[config.mk]
export PLATFORM = sky130hd
export DESIGN_NAME = adc_scanner_flat
export DESIGN_NICKNAME = d
export VERILOG_FILES = /design/src/rtl/adc_scanner_if.sv /design/src/rtl/adc_scanner.sv /design/src/flat_wrapper.sv
export SDC_FILE = /design/constraint.sdc
export NUM_CORES = 1
export LEC_CHECK = 0
export BUFFER_PORTS_ARGS = -buffer_cell sky130_fd_sc_hd__buf_2
export CORE_ASPECT_RATIO = 0.6
export CORE_MARGIN = 2
export CORE_UTILIZATION = 45
export CTS_CLUSTER_DIAMETER = 60
export DETAILED_ROUTE_END_ITERATION = 10
export GPL_TIMING_DRIVEN = 0
export PLACE_DENSITY = 0.71
export SYNTH_ARGS = -nofsm -noshare
export SYNTH_HDL_FRONTEND = slang
export SYNTH_SLANG_ARGS = --single-unit
[constraint.sdc]
create_clock -name clk -period 2.8 [get_ports clk]
set_input_delay 0.56 -clock clk [delete_from_list [all_inputs] [get_ports clk]]
set_output_delay 0.56 -clock clk [all_outputs]
set_load 0.005 [all_outputs]
[src/rtl/adc_scanner_if.sv]
// Wishbone slave port bundle for the ADC scanner.
// 16-bit data, single-cycle acknowledge.
interface adc_scanner_if;
   logic        wb_cyc_i;
   logic        wb_stb_i;
   logic        wb_we_i;
   logic [15:0] wb_adr_i;
   logic [15:0] wb_dat_i;
   logic [15:0] wb_dat_o;
   logic        wb_ack_o;

   modport master (
      output wb_cyc_i, wb_stb_i, wb_we_i,
      output wb_adr_i, wb_dat_i,
      input  wb_dat_o, wb_ack_o
   );

   modport slave (
      input  wb_cyc_i, wb_stb_i, wb_we_i,
      input  wb_adr_i, wb_dat_i,
      output wb_dat_o, wb_ack_o
   );
endinterface

[src/rtl/adc_scanner.sv]
// Sequences the ADC macro over the enabled channels and
// emits one result strobe per completed conversion.
module adc_scanner #(
   parameter logic [31:0] DEFAULT_MASK     = 32'hFFFF_FFFF,
   parameter logic [15:0] DEFAULT_INTERVAL = 16'd50,
   parameter logic [15:0] TIMEOUT          = 16'd1023
) (
   input  logic                clk,
   input  logic                reset,
   adc_scanner_if.slave        wb,
   input  logic                adc_calibrate,
   input  logic                adc_busy,
   input  logic                adc_datavalid,
   input  logic [11:0]         adc_data,
   output logic                adc_start,
   output logic [4:0]          adc_chnum,
   output logic                adc_strb,
   output logic [4:0]          adc_channel,
   output logic [11:0]         adc_result
);

   typedef enum logic [2:0] {
      S_IDLE,
      S_SELECT,
      S_START,
      S_CONVERT,
      S_OUTPUT,
      S_WAIT
   } state_t;

   state_t      r_state;
   logic [31:0] r_mask;
   logic [15:0] r_interval;
   logic        r_enable;
   logic [7:0]  r_tocount;
   logic        r_ack;
   logic [15:0] r_dat;
   logic        r_start;
   logic [4:0]  r_chnum;
   logic        r_strb;
   logic [4:0]  r_channel;
   logic [11:0] r_result;
   logic [11:0] r_capture;
   logic [4:0]  r_cand;
   logic [4:0]  r_last;
   logic [15:0] r_tcnt;
   logic [15:0] r_wcnt;

   logic        w_req;
   logic        w_wr;
   logic        w_rd;
   logic [2:0]  w_adr;
   logic [15:0] w_status;
   logic [15:0] w_rdata;
   logic        w_timeout;
   logic        w_unused_adr;

   // An access is accepted only when no ack is outstanding,
   // so a held strobe cannot produce back-to-back acks.
   assign w_req = wb.wb_cyc_i & wb.wb_stb_i & ~r_ack;
   assign w_wr  = w_req & wb.wb_we_i;
   assign w_rd  = w_req & ~wb.wb_we_i;
   assign w_adr = wb.wb_adr_i[2:0];
   assign w_unused_adr = |wb.wb_adr_i[15:3];

   assign w_status = {r_tocount, adc_busy, 2'b00, r_last};

   assign w_timeout = (r_state == S_CONVERT)
                    && !adc_datavalid
                    && (r_tcnt == TIMEOUT - 16'd1);

   // Register read multiplexer.
   always_comb begin
      w_rdata = 16'd0;
      case (w_adr)
         3'd0:    w_rdata = r_mask[15:0];
         3'd1:    w_rdata = r_mask[31:16];
         3'd2:    w_rdata = r_interval;
         3'd3:    w_rdata = {15'd0, r_enable};
         3'd4:    w_rdata = w_status;
         3'd5:    w_rdata = w_status;
         default: w_rdata = 16'd0;
      endcase
   end

   // Wishbone slave: ack, read data and writable registers.
   always_ff @(posedge clk) begin
      if (reset) begin
         r_ack      <= 1'b0;
         r_dat      <= 16'd0;
         r_mask     <= DEFAULT_MASK;
         r_interval <= DEFAULT_INTERVAL;
         r_enable   <= 1'b1;
      end else begin
         r_ack <= w_req;
         r_dat <= w_rd ? w_rdata : 16'd0;
         if (w_wr) begin
            case (w_adr)
               3'd0:    r_mask[15:0]  <= wb.wb_dat_i;
               3'd1:    r_mask[31:16] <= wb.wb_dat_i;
               3'd2:    r_interval    <= wb.wb_dat_i;
               3'd3:    r_enable      <= wb.wb_dat_i[0];
               default: ;
            endcase
         end
      end
   end

   // Saturating timeout counter, cleared by a read of addr 5.
   always_ff @(posedge clk) begin
      if (reset) begin
         r_tocount <= 8'd0;
      end else if (w_rd && (w_adr == 3'd5)) begin
         r_tocount <= 8'd0;
      end else if (w_timeout && (r_tocount != 8'hFF)) begin
         r_tocount <= r_tocount + 8'd1;
      end
   end

   // Scan sequencer: channel select, start, convert, strobe, wait.
   always_ff @(posedge clk) begin
      if (reset) begin
         r_state   <= S_IDLE;
         r_start   <= 1'b0;
         r_chnum   <= 5'd0;
         r_strb    <= 1'b0;
         r_channel <= 5'd0;
         r_result  <= 12'd0;
         r_capture <= 12'd0;
         r_cand    <= 5'd0;
         r_last    <= 5'd0;
         r_tcnt    <= 16'd0;
         r_wcnt    <= 16'd0;
      end else begin
         r_start <= 1'b0;
         r_strb  <= 1'b0;
         case (r_state)
            S_IDLE: begin
               if (r_enable && !adc_calibrate)
                  r_state <= S_SELECT;
            end
            S_SELECT: begin
               if (!r_enable) begin
                  r_state <= S_IDLE;
               end else if (r_mask[r_cand]) begin
                  r_chnum <= r_cand;
                  r_state <= S_START;
               end else begin
                  r_cand <= r_cand + 5'd1;
               end
            end
            S_START: begin
               r_start <= 1'b1;
               r_tcnt  <= 16'd0;
               r_state <= S_CONVERT;
            end
            S_CONVERT: begin
               if (adc_datavalid) begin
                  r_capture <= adc_data;
                  r_state   <= S_OUTPUT;
               end else if (w_timeout) begin
                  r_last  <= r_chnum;
                  r_cand  <= r_chnum + 5'd1;
                  r_wcnt  <= 16'd0;
                  r_state <= S_WAIT;
               end else begin
                  r_tcnt <= r_tcnt + 16'd1;
               end
            end
            S_OUTPUT: begin
               r_strb    <= 1'b1;
               r_channel <= r_chnum;
               r_result  <= r_capture;
               r_last    <= r_chnum;
               r_cand    <= r_chnum + 5'd1;
               r_wcnt    <= 16'd0;
               r_state   <= S_WAIT;
            end
            S_WAIT: begin
               if (r_wcnt == r_interval) begin
                  if (!r_enable || adc_calibrate)
                     r_state <= S_IDLE;
                  else
                     r_state <= S_SELECT;
               end else begin
                  r_wcnt <= r_wcnt + 16'd1;
               end
            end
            default: r_state <= S_IDLE;
         endcase
      end
   end

   assign wb.wb_ack_o = r_ack;
   assign wb.wb_dat_o = r_dat;
   assign adc_start   = r_start;
   assign adc_chnum   = r_chnum;
   assign adc_strb    = r_strb;
   assign adc_channel = r_channel;
   assign adc_result  = r_result;

endmodule

[src/flat_wrapper.sv]
// flat-port wrapper written by rule: the top's interface ports become plain ports
module adc_scanner_flat 
#(
   parameter logic [31:0] DEFAULT_MASK     = 32'hFFFF_FFFF,
   parameter logic [15:0] DEFAULT_INTERVAL = 16'd50,
   parameter logic [15:0] TIMEOUT          = 16'd1023
)
  (clk, reset, adc_calibrate, adc_busy, adc_datavalid, adc_data, adc_start, adc_chnum, adc_strb, adc_channel, adc_result, wb_wb_cyc_i, wb_wb_stb_i, wb_wb_we_i, wb_wb_adr_i, wb_wb_dat_i, wb_wb_dat_o, wb_wb_ack_o);
  adc_scanner_if wb_i ();
  input  logic clk;
  input  logic reset;
  input  logic adc_calibrate;
  input  logic adc_busy;
  input  logic adc_datavalid;
  input  logic [11:0] adc_data;
  output logic adc_start;
  output logic [4:0] adc_chnum;
  output logic adc_strb;
  output logic [4:0] adc_channel;
  output logic [11:0] adc_result;
  input wire logic [$bits(wb_i.wb_cyc_i)-1:0] wb_wb_cyc_i;
  input wire logic [$bits(wb_i.wb_stb_i)-1:0] wb_wb_stb_i;
  input wire logic [$bits(wb_i.wb_we_i)-1:0] wb_wb_we_i;
  input wire logic [$bits(wb_i.wb_adr_i)-1:0] wb_wb_adr_i;
  input wire logic [$bits(wb_i.wb_dat_i)-1:0] wb_wb_dat_i;
  output wire logic [$bits(wb_i.wb_dat_o)-1:0] wb_wb_dat_o;
  output wire logic [$bits(wb_i.wb_ack_o)-1:0] wb_wb_ack_o;
  assign wb_i.wb_cyc_i = wb_wb_cyc_i;
  assign wb_i.wb_stb_i = wb_wb_stb_i;
  assign wb_i.wb_we_i = wb_wb_we_i;
  assign wb_i.wb_adr_i = wb_wb_adr_i;
  assign wb_i.wb_dat_i = wb_wb_dat_i;
  assign wb_wb_dat_o = wb_i.wb_dat_o;
  assign wb_wb_ack_o = wb_i.wb_ack_o;
  adc_scanner #(.DEFAULT_MASK(DEFAULT_MASK), .DEFAULT_INTERVAL(DEFAULT_INTERVAL), .TIMEOUT(TIMEOUT)) u_core (.clk(clk), .reset(reset), .wb(wb_i), .adc_calibrate(adc_calibrate), .adc_busy(adc_busy), .adc_datavalid(adc_datavalid), .adc_data(adc_data), .adc_start(adc_start), .adc_chnum(adc_chnum), .adc_strb(adc_strb), .adc_channel(adc_channel), .adc_result(adc_result));
endmodule
==> metrics.cfg <==
[status]
status=complete, no violations

[finish]
layout.cells.most_common=dfxtp_1
num-fill-cells=1418
fin_nets=970
drive_above_1_share=0.154
area_growth_pct=20.0
mostFrequentLayoutCells=dfxtp_1 (153), nand2_1 (104), nor2_1 (86)
diodes=0
post-route-util=0.551

[setup_path]
crit_start=u_core.r_tcnt[0]$_SDFFE_PP0P_
path_buf_inv=3
reg2reg_to=u_core.r_wcnt[15]$_SDFFE_PP0P_
reg2reg_depth=10
crit_path_start_kind=flop
cp_data_arrival_time_ns=3.07
path_cells=inv_4 -> ha_4 -> or4b_4 -> or4_4 -> nor3_4 -> buf_6 -> buf_6 -> o2111ai_4 -> or3_1 -> a21oi_2
path_class=reg -> reg
cp.required_ns=3.16
cp_common_cell=buf_6
critical_path.max_stage_delay_ns=0.55
cp_slowest_cell=or4_4
r2r_slack_ns=0.09
end_kind=flop
path_depth=10
cp_max_fo=6
path_delay_family=simple AND/OR/NAND/NOR gates
rr_startpoint=u_core.r_tcnt[0]$_SDFFE_PP0P_

[timing]
fin_crit_sh=0.968
finalMaxSlewViolations=0
fmaxAchievable_ghz=0.369
hold_violations=0
min_period_ns=2.71
worst_slew_pin_slew_ns=0.670
tns_ns=0
fin_skew_ns=0.0114
max_slew_margin=0.553
setup_viol=0
rsz0062_at_grt=false

[synthesis]
ys.flop_type=dfxtp_1
async_flop_share=0
synth_cell_types=57
ys_seq_elements=155
synth-seq-area-share=0.441
yosysWarnings=0
syn_avg_cell_area_um2=8.65
syn_inst=813
synth_nets=870
synth_edf_count=0
synth_area_um2=7030

[global_route]
antenna_found_initial=0
grt_pass1_vias=5654
grt_usage=0.241
grt_max_degree=17
grt_overflow_total=0
grt_pass1_wl_um=30400

[power_and_ir_drop]
total_leakage_power_nw=3.07
power_w=0.00546
power.density_nw_per_um2=646
max-vdd-ir-drop_mv=0.361

[placement]
hpwl_um=14600
numPortBuffers=77
gp_congestion=0.876

[die]
num_rows=35
start_util=0.459
core-area_um2=15300
pin_count=93
die_w_um=165
die_h_um=101
die_area_um2=16700

[hold_path]
holdPathStages=3
hold_end=u_core.r_capture[2]$_SDFFE_PP0P_
hold_path.class=in -> reg
hold_start=adc_data[2]

[clocking]
clk_latency_ns=0.43
root_buffer=clkbuf_16
path_clk_slew_ns=0.06
htreeDepth=4
cts_buffer_depth=2
cts_buffers=17
ctsHoldBuffers=0
tritoncts=yes
cts_num_sinks=155

[job]
cap_violations=0

[routing]
routed_wl_um=19800
drt_first_pass_iters=7
drcViolationCount=0
drt-initial-drc-count=588
wl_per_cell_um=17.6
antenna_left=0
via_per_inst=5.61
via_count=6330

## where the power goes
part,internal [W],leakage (nW),switching (W)
combinational,0.000229,1.53,0.000454
sequential,0.00225,1.25,0.0000537
clock,0.00152,0.291,0.000946
total,0.00400,3.07,0.00145
## worst max-delay path by stage
stage,to,slack [ns]
floorplan,u_core.r_wcnt[5]$_SDFFE_PP0P_,0.23
global placement,u_core.r_wcnt[6]$_SDFFE_PP0P_,-0.23
detailed placement,u_core.r_wcnt[5]$_SDFFE_PP0P_,-0.26
CTS,u_core.r_wcnt[15]$_SDFFE_PP0P_,0.02
global route,u_core.r_wcnt[15]$_SDFFE_PP0P_,0.003
finish,u_core.r_wcnt[15]$_SDFFE_PP0P_,0.09
## worst register-to-register path: cells and delay by family (launching register included)
kind,cells,cell delay [ns]
AOI/OAI and AO/OA,2,0.24
adders and majority gates,1,0.13
buffers and inverters,3,0.31
DFF,1,0.36
and+or+nand+nor,4,1.59
## kinds of logic after synthesis
family / share of synthesized area
AOI/OAI and AO/OA: 0.187
adders and majority gates: 0.00890
xor gates and xnor gates: 0.0473
buffers and inverters: 0.0349
and+or+nand+nor: 0.225
DFF: 0.441
muxes: 0.0557
## state kept, by name, summed over array words and instances, names as in the netlist
signal,cells
u_core.adc_channel,5
u_core.adc_chnum,5
u_core.adc_result,12
u_core.adc_start,1
u_core.adc_strb,1
u_core.r_cand,5
u_core.r_capture,12
u_core.r_enable,1
u_core.r_interval,16
u_core.r_last,5
u_core.r_mask,32
u_core.r_state,3
u_core.r_tcnt,16
u_core.r_tocount,8
u_core.r_wcnt,16
u_core.wb.wb_ack_o,1
u_core.wb.wb_dat_o,16
## metrics by stage
stage               std cells  setup WS, ns  area [µm²]  hold WS (ns)
global placement         1093        -0.228        7670         0.441
finish                   1129        0.0902        8440         0.371
floorplan                 813         0.231        7030         0.432
detailed placement       1093        -0.259        7670         0.443
CTS                      1128        0.0241        8350         0.366
global route             1129       0.00277        8440         0.372
## routing by layer
| layer | GRT usage | wire (µm) |
|---|---|---|
| met4 | 0.0610 | 231 |
| met1 | 0.374 | 10200 |
| met3 | 0.0699 | 1610 |
| met2 | 0.319 | 7750 |
| met5 | 0 | 0 |
## cells in the mapped netlist, drive strengths merged, types with 2 or more instances
| master | instances | area (µm²) |
|---|---|---|
| nand3 | 10 | 50.1 |
| xor2 | 29 | 254 |
| xnor2 | 9 | 78.8 |
| mux2i | 38 | 380 |
| a2111o | 2 | 22.5 |
| and2 | 7 | 43.8 |
| o211ai | 4 | 30.0 |
| nand4b | 3 | 26.3 |
| nand2 | 106 | 398 |
| a21oi | 65 | 325 |
| dfxtp | 155 | 3100 |
| buf | 11 | 53.8 |
| nand4 | 8 | 65.1 |
| o22ai | 2 | 12.5 |
| nand2b | 6 | 37.5 |
| and3 | 6 | 37.5 |
| inv | 12 | 45.0 |
| a2bb2oi | 2 | 17.5 |
| nor2 | 89 | 334 |
| a211o | 36 | 315 |
| a22oi | 17 | 128 |
| or3 | 17 | 106 |
| o21ai | 20 | 104 |
| ha | 5 | 62.6 |
| clkbuf | 39 | 146 |
| nor2b | 47 | 294 |
| a221oi | 13 | 114 |
| nor3b | 2 | 15.0 |
| a2111oi | 5 | 50.0 |
| o2111ai | 7 | 61.3 |
| a31oi | 2 | 12.5 |
| nor4 | 4 | 25.0 |
| o21bai | 2 | 15.0 |
| nor3 | 9 | 56.3 |
| nand3b | 3 | 22.5 |
| a211oi | 4 | 30.0 |
| or2 | 2 | 12.5 |
| and4 | 3 | 26.3 |
## cell type report
type / count / area [µm²] / share of cell area
tap: 203 / 254 / 0.0301
sequential: 155 / 3110 / 0.368
multi-input combinational: 596 / 3770 / 0.446
inverter: 12 / 47.5 / 0.00563
clock inverter: 10 / 165 / 0.0196
buffer: 46 / 184 / 0.0218
timing repair buffer: 85 / 460 / 0.0546
clock buffer: 22 / 454 / 0.0538
## repair_timing
item                       in CTS  in global routing
setup endpoints to repair      19                 26
gates resized for setup         9                 21
pin swaps                       4                  8
buffers inserted                4                  4
Note: power is estimated with default switching activity, not from simulation.
